==> config.mk <==
export PLATFORM = sky130hd
export DESIGN_NAME = wb_regfile
export DESIGN_NICKNAME = d
export VERILOG_FILES = /design/src/rtl/wb_regfile.sv
export SDC_FILE = /design/constraint.sdc
export NUM_CORES = 2
export LEC_CHECK = 0
export CAP_MARGIN = 40
export CORE_ASPECT_RATIO = 1.5
export CORE_UTILIZATION = 65
export DETAILED_ROUTE_END_ITERATION = 12
export PLACE_DENSITY = 0.86
export SYNTH_ARGS = -nofsm -noshare
export SYNTH_HDL_FRONTEND = slang
export SYNTH_SLANG_ARGS = --single-unit
==> constraint.sdc <==
create_clock -name clk -period 90 [get_ports clk]
set_input_delay 9 -clock clk [delete_from_list [all_inputs] [get_ports clk]]
set_output_delay 9 -clock clk [all_outputs]
set_load 0.05 [all_outputs]
==> src/rtl/wb_regfile.sv <==
// Write-back stage and 32x32 GPR file of the five-stage MIPS core.
// Selects and commits the W-stage result, serves two bypassed D-stage reads, and counts retired instructions.
module wb_regfile (
    input  logic        clk,
    input  logic        reset,
    input  logic [31:0] instr_W,
    input  logic [31:0] data_dm_W,
    input  logic [31:0] data_alu_W,
    input  logic [1:0]  alu_w,
    input  logic [4:0]  writereg_W,
    input  logic [31:0] pcout_W,
    input  logic [31:0] hilo_W,
    input  logic [4:0]  rs_D,
    input  logic [4:0]  rt_D,
    output logic [31:0] rd1_D,
    output logic [31:0] rd2_D,
    output logic        wb_we,
    output logic [4:0]  wb_addr,
    output logic [31:0] wb_data,
    output logic [31:0] retired
);

    localparam int unsigned XLEN  = 32;
    localparam int unsigned NREGS = 32;

    localparam logic [5:0] OP_SPECIAL = 6'h00;
    localparam logic [5:0] OP_JAL     = 6'h03;
    localparam logic [5:0] OP_LB      = 6'h20;
    localparam logic [5:0] OP_LH      = 6'h21;
    localparam logic [5:0] OP_LW      = 6'h23;
    localparam logic [5:0] OP_LBU     = 6'h24;
    localparam logic [5:0] OP_LHU     = 6'h25;
    localparam logic [5:0] FN_JALR    = 6'h09;
    localparam logic [5:0] FN_MFHI    = 6'h10;
    localparam logic [5:0] FN_MFLO    = 6'h12;

    logic [5:0]      op;
    logic [5:0]      funct;
    logic [7:0]      byte_sel;
    logic [15:0]     half_sel;
    logic [XLEN-1:0] load_data;
    logic            is_load;
    logic            is_link;
    logic            is_hilo;
    logic [XLEN-1:0] gpr [NREGS];
    logic [XLEN-1:0] retired_q;

    assign op    = instr_W[31:26];
    assign funct = instr_W[5:0];

    // Little-endian lane extraction and extension for loads
    always_comb begin
        byte_sel  = 8'h00;
        half_sel  = alu_w[1] ? data_dm_W[31:16] : data_dm_W[15:0];
        load_data = data_dm_W;
        is_load   = 1'b0;
        case (alu_w)
            2'd0:    byte_sel = data_dm_W[7:0];
            2'd1:    byte_sel = data_dm_W[15:8];
            2'd2:    byte_sel = data_dm_W[23:16];
            default: byte_sel = data_dm_W[31:24];
        endcase
        case (op)
            OP_LB:  begin is_load = 1'b1; load_data = {{24{byte_sel[7]}}, byte_sel}; end
            OP_LBU: begin is_load = 1'b1; load_data = {24'h0, byte_sel}; end
            OP_LH:  begin is_load = 1'b1; load_data = {{16{half_sel[15]}}, half_sel}; end
            OP_LHU: begin is_load = 1'b1; load_data = {16'h0, half_sel}; end
            OP_LW:  begin is_load = 1'b1; load_data = data_dm_W; end
            default: ;
        endcase
    end

    assign is_link = (op == OP_JAL) || (op == OP_SPECIAL && funct == FN_JALR);
    assign is_hilo = (op == OP_SPECIAL) && (funct == FN_MFHI || funct == FN_MFLO);

    // Write-back source: load > link > HI/LO > ALU
    always_comb begin
        wb_data = data_alu_W;
        if (is_load)
            wb_data = load_data;
        else if (is_link)
            wb_data = pcout_W + XLEN'(8);
        else if (is_hilo)
            wb_data = hilo_W;
    end

    assign wb_we   = (writereg_W != 5'd0);
    assign wb_addr = writereg_W;
    assign retired = retired_q;

    // Register 0 is forced to read zero; otherwise W-stage bypass beats the array
    always_comb begin
        rd1_D = gpr[rs_D];
        if (rs_D == 5'd0)
            rd1_D = '0;
        else if (wb_we && rs_D == writereg_W)
            rd1_D = wb_data;

        rd2_D = gpr[rt_D];
        if (rt_D == 5'd0)
            rd2_D = '0;
        else if (wb_we && rt_D == writereg_W)
            rd2_D = wb_data;
    end

    always_ff @(posedge clk or posedge reset) begin
        if (reset) begin
            for (int i = 0; i < int'(NREGS); i++)
                gpr[i] <= '0;
        end else if (wb_we) begin
            gpr[writereg_W] <= wb_data;
        end
    end

    always_ff @(posedge clk or posedge reset) begin
        if (reset)
            retired_q <= '0;
        else if (instr_W != '0)
            retired_q <= retired_q + XLEN'(1);
    end

endmodule

After elaboration in Yosys (flattened, before gate mapping):

Cells that the tools add are included.

* logic and storage cells: 89
* memories kept: 0
* bits in registers: 1056
* bits in read-only memories: 0
* output and inout port bits: 134
* latch bits: 0
* memory bits (writable): 0
* bits of input ports: 179

* magnitude comparators: 4
* $mul: 0
* equality and inequality tests: 13
* reductions and logical operators: 14
* shift-type cells: 0
* multiplexer cells: 20
* add/subtract/negate cells: 2
* bitwise gates (word level): 3
* div/mod/pow operators: 0

Operator list (count)
* $bwmux 1024: 1
* $mux 32: 12
* $bmux 32 s5: 2
* $demux 32 s5: 1
* $pmux 32 s4: 1
* $add 32x1->32 const B: 1
* $add 32x4->32 const B: 1
* $reduce_bool 32->1: 1
* $eq 6x6->1 const B: 5
* $pmux 8 s3: 1
* $ge 6x6->1 const B: 3
* $not 5->6: 3
* $mux 16: 1
* $eq 6x5->1 const B: 2
* $eq 5x5->1: 2
* $logic_not 5->1: 2
* $eq 6x2->1 const B: 1
* $eq 6x4->1 const B: 1
* $logic_not 6->1: 1
* $lt 6x1->1 const B: 1
* $logic_and 1x1->1: 5
* $reduce_bool 5->1: 1
* $reduce_or 5->1: 1
* $eq 2x1->1 const B: 1
* other kinds (4): 5

Depth between registers and ports, before layout:

* depth after elaboration: 8
* gate-level depth with buffers: 10
* depth with buffers taken out: 7

Worst setup path after synthesis:

Ideal clock, no wire load.

* kind: input port to output port
* start point: input port writereg_W[3]
* end point: output port rd1_D[16]
* stages on the path: 8
* data arrival time: 12124 ps
* path buffers: 3
* data required time: 81000 ps
* setup slack: 68876 ps
* cell sequence: clkbuf_1 -> nor3_1 -> nand2_1 -> and4_1 -> clkbuf_1 -> or2_2 -> clkbuf_1 -> o32ai_1

* cells in the longest elaborated chain, start to end: 4
* elaborated cells between the ends (all ways): 5
* classes of those cells: eq/ne (1); mux (2); reduce/logical (2)

RTL lines
* start: declaration: RTL line 10 `input logic [4:0] writereg_W,`
* $reduce_bool 5->1: RTL line 87 `assign wb_we = (writereg_W != 5'd0);`
* via wb_we: RTL line 17 `output logic wb_we,`
* $logic_and 1x1->1: RTL line 96 `else if (wb_we && rs_D == writereg_W)`
* $mux 32: RTL line 96
* $mux 32: RTL line 94 `if (rs_D == 5'd0)`
* end: declaration: RTL line 15 `output logic [31:0] rd1_D,`

The timed path passes the listed nets, and every way through them passes these cells.

Worst setup path in the final report:

* start point: input port rs_D[0]
* end point: output port rd1_D[12]

* cells in the longest elaborated chain, start to end: 6
* elaborated cells between the ends (all ways): 9
* classes of those cells: eq/ne (1); mux (5); bitwise (1); reduce/logical (2)

RTL lines
* start: declaration: RTL line 13 `input logic [4:0] rs_D,`
* $not 5->6 (not written as such): RTL line 93 `rd1_D = gpr[rs_D];`
* $bmux 32 s5: RTL line 93
* $mux 32 (not written as such) (2 in a row): RTL line 93
* $mux 32: RTL line 96
* $mux 32 *: RTL line 94

Every way passes the cells marked *; elsewhere a longest branch is shown, timed or not. The select of a mux whose other input is x is not followed.

==> impl_metrics.tcl <==
set metrics [dict create \
    root_buffer "clkbuf_16" \
    wirelength_um 196000 \
    required_ps 81000 \
    grt_pass1_vias 49700 \
    synth_seq_cells 1056 \
    wire_per_inst_um 30.5 \
    slowest_delay_ps 930 \
    num_io_pins 313 \
    yosys.area.top_type_share_pct 46.8 \
    grt.total_usage_pct 45.4 \
    gp_congestion 0.928 \
    fmax_mhz 43.3 \
    post-route-drc-count 0 \
    syn_inst 5205 \
    fin_setup_tns_ps 0 \
    cp_top_family "buffers and inverters" \
    final_cell_area_um2 64000 \
    rr_worst_depth 6 \
    critPathSlowestCell "clkdlybuf4s50_1" \
    clk_pin_slew_ps 70 \
    cts_buffers 101 \
    vias 47600 \
    worst_slew_pin_slew_ps 1220 \
    grt_pass1_wl_um 297000 \
    ys_async_sr_fraction_pct 100 \
    max_cap_viol_count 0 \
    p_seq_share_pct 44.4 \
    p_leak_nw 27.7 \
    fin_util_pct 74.2 \
    cts_resized 0 \
    yosysTopAreaCell "dfrtp_1" \
    r2r-end "retired[21]" \
    dpl_cell_area_um2 60500 \
    cp.buffers_inverters 4 \
    cp_cell_sequence "buf_8, buf_4, buf_4, mux2i_1, a221oi_1, o21ai_0, o211ai_1, a21oi_1, a211oi_1, clkdlybuf4s50_1" \
    run_status "finished clean" \
    core_um2 86200 \
    cp_max_fo 77 \
    port_buffers 312 \
    final_nets 5391 \
    peakVddDrop_v 0.0000276 \
    yosys_warnings 0 \
    setup_viol 0 \
    antenna_found_initial 6 \
    area_growth_pct 13.3 \
    synth_area_leaders "dfrtp_1 47%, mux4_2 20%, o21ai_0 8.8%, nand2_1 7.8%, mux2i_1 3.5%" \
    synth_edf_count 0 \
    comb_power_share_pct 24.6 \
    cts_tree "built" \
    drt-initial-drc-count 6480 \
    worst_setup_path_start_kind "primary input" \
    cts_hold_buffers 0 \
    arrival_ps 14100 \
    rows 132 \
    drive_above_1_share_pct 17.5 \
    crit_path_end_kind "primary output" \
    regToRegStartpoint "retired[7]" \
    critPathKind "in2out" \
    slew_viol_final 0 \
    syn_nets 5386 \
    ys_types 71 \
    rsz0062_at_grt "false" \
    power.switching_uw 469 \
    routed_via_density 7.40 \
    p_int_uw 999 \
    grt_max_degree 197 \
    hold_path_class "reg2reg" \
    swShare_pct 32.0 \
    min_to "gpr[998]" \
    fp.dieW_um 243 \
    clock_power_share_pct 31.0 \
    cts_setup_buffers 0 \
    hold_viol 0 \
    maxSlewHeadroom_pct 18.4 \
    dr.pass1.iters 9 \
    cts_buffer_depth 3 \
    cts.sinks 1056 \
    r2r_setup_slack_ps 87720 \
    syn_area_um2 56500 \
    ys_seq_area_share_pct 46.8 \
    dp_hpwl_um 114000 \
    start_util_pct 65.5 \
    die_h_um 363 \
    p_per_area_nw_per_um2 22.9 \
    avgSynthCellArea_um2 10.9 \
    grt_overflow 0 \
    drtAntennaViolNets 0 \
    crit_top_cell "buf_4" \
    finClkSkew_ps 8.20 \
    finalCriticalPeriod_ps 23100 \
    holdPathStages 0 \
    nFillCells 5257 \
    ys.flop_type "dfrtp_1" \
    clk_latency_ps 710 \
    fin_crit_sh_pct 25.7 \
    min_from "gpr[998]" \
    dieArea_um2 88100 \
    h-tree-depth 3 \
]
==> per-layer routing <==
metal | vias up | share of wire (%) | GRT usage [%]
met1 | 23200 | 31 | 53.2
met5 | - | 0.017 | 0
li1 | 18900 | - | -
met2 | 4029 | 45 | 68.8
met4 | 6 | 10 | 36.7
met3 | 1485 | 14 | 15.0
==> cell families (layout without fill, tap and decap cells) <==
family / count (synthesis) / count (layout) / synth area share [%]
adder cells (fa/ha/maj): 2 / 2 / 0.0443
buffers and inverters: 596 / 683 / 4.21
flip-flops: 1056 / 1056 / 46.8
XOR/XNOR: 65 / 65 / 1.01
AO/OA/AOI/OAI: 1292 / 1292 / 12.7
multiplexers: 757 / 757 / 24.9
other: 0 / 1 / 0
AND/OR/NAND/NOR: 1437 / 1437 / 10.4
==> how the worst max path moves through the flow <==
stage                        from   endpoint  slack, ps  depth (start not counted)
after floorplan             reset     gpr[0]      51280                          1
after global placement    rs_D[0]  rd1_D[31]      67120                         10
after detailed placement  rs_D[0]   rd1_D[6]      67160                          8
after CTS                 rs_D[0]  rd1_D[12]      67060                         10
after global routing      rs_D[0]  rd1_D[12]      66720                         10
final                     rs_D[0]  rd1_D[12]      66900                         10
==> cell type report <==
type | instances | area, um2 | share of cell area (%)
multi-input combinational | 3553 | 28000 | 43.7
sequential | 1056 | 26400 | 41.3
timing repair buffer | 448 | 4470 | 6.99
clock buffer | 142 | 2940 | 4.60
tap | 1139 | 1430 | 2.23
clock inverter | 43 | 538 | 0.841
inverter | 50 | 195 | 0.305
antenna | 1 | 2.50 | 0.00391
==> layout by cell type (no fill, tap or decap), types with 43 or more instances in the layout <==
master	Yosys	final
nand2_1	1180	1149
dfrtp_1	1056	1056
o21ai_0	995	994
mux4_2	513	513
clkdlybuf4s50_1	0	302
mux2i_1	198	198
buf_4	6	113
clkbuf_16	0	103
nand3_1	71	71
nor2_1	58	55
xnor2_1	47	47
inv_1	46	43
==> Yosys cell counts (21+ instances only) <==
library cell	n
o21ai_1	34
buf_2	91
nor2_1	58
a211oi_1	21
mux4_2	513
xnor2_1	47
o22ai_1	32
buf_1	42
nand3_1	71
o21ai_0	995
a32oi_1	26
inv_1	46
nand2_1	1180
clkbuf_1	401
a221oi_1	33
mux2i_1	198
dfrtp_1	1056
nand4_1	28
a22oi_1	42
mux2_1	27
a21oi_1	34
==> flip-flops by register name (all words and copies together), names as in the netlist <==
name and flops:
retired 32, gpr 1024
==> worst register-to-register path, delay by kind of cell (launching register included) <==
kind | cells | cell delay [ps]
and+or+nand+nor | 5 | 1610
DFF | 1 | 440
xor gates and xnor gates | 1 | 140
==> through the flow <==
step	hold WS [ps]	worst slack, ps	power, mW	instances
after floorplan	441	51280	0.884	5205
after CTS	397	67060	1.45	6430
after detailed placement	382	67160	0.998	6245
after global routing	412	66720	1.52	6431
after global placement	377	67120	0.970	6222
final	395	66900	1.47	6432
==> power by group through the flow <==
stage               combinational, mW  sequential, mW  clock [mW]
detailed placement              0.345           0.653           0
global placement                0.329           0.641           0
floorplan                       0.254           0.630           0
finish                          0.360           0.652       0.455
global route                    0.384           0.662       0.472
CTS                             0.353           0.649       0.452
Power figures use the tool's default switching activity.
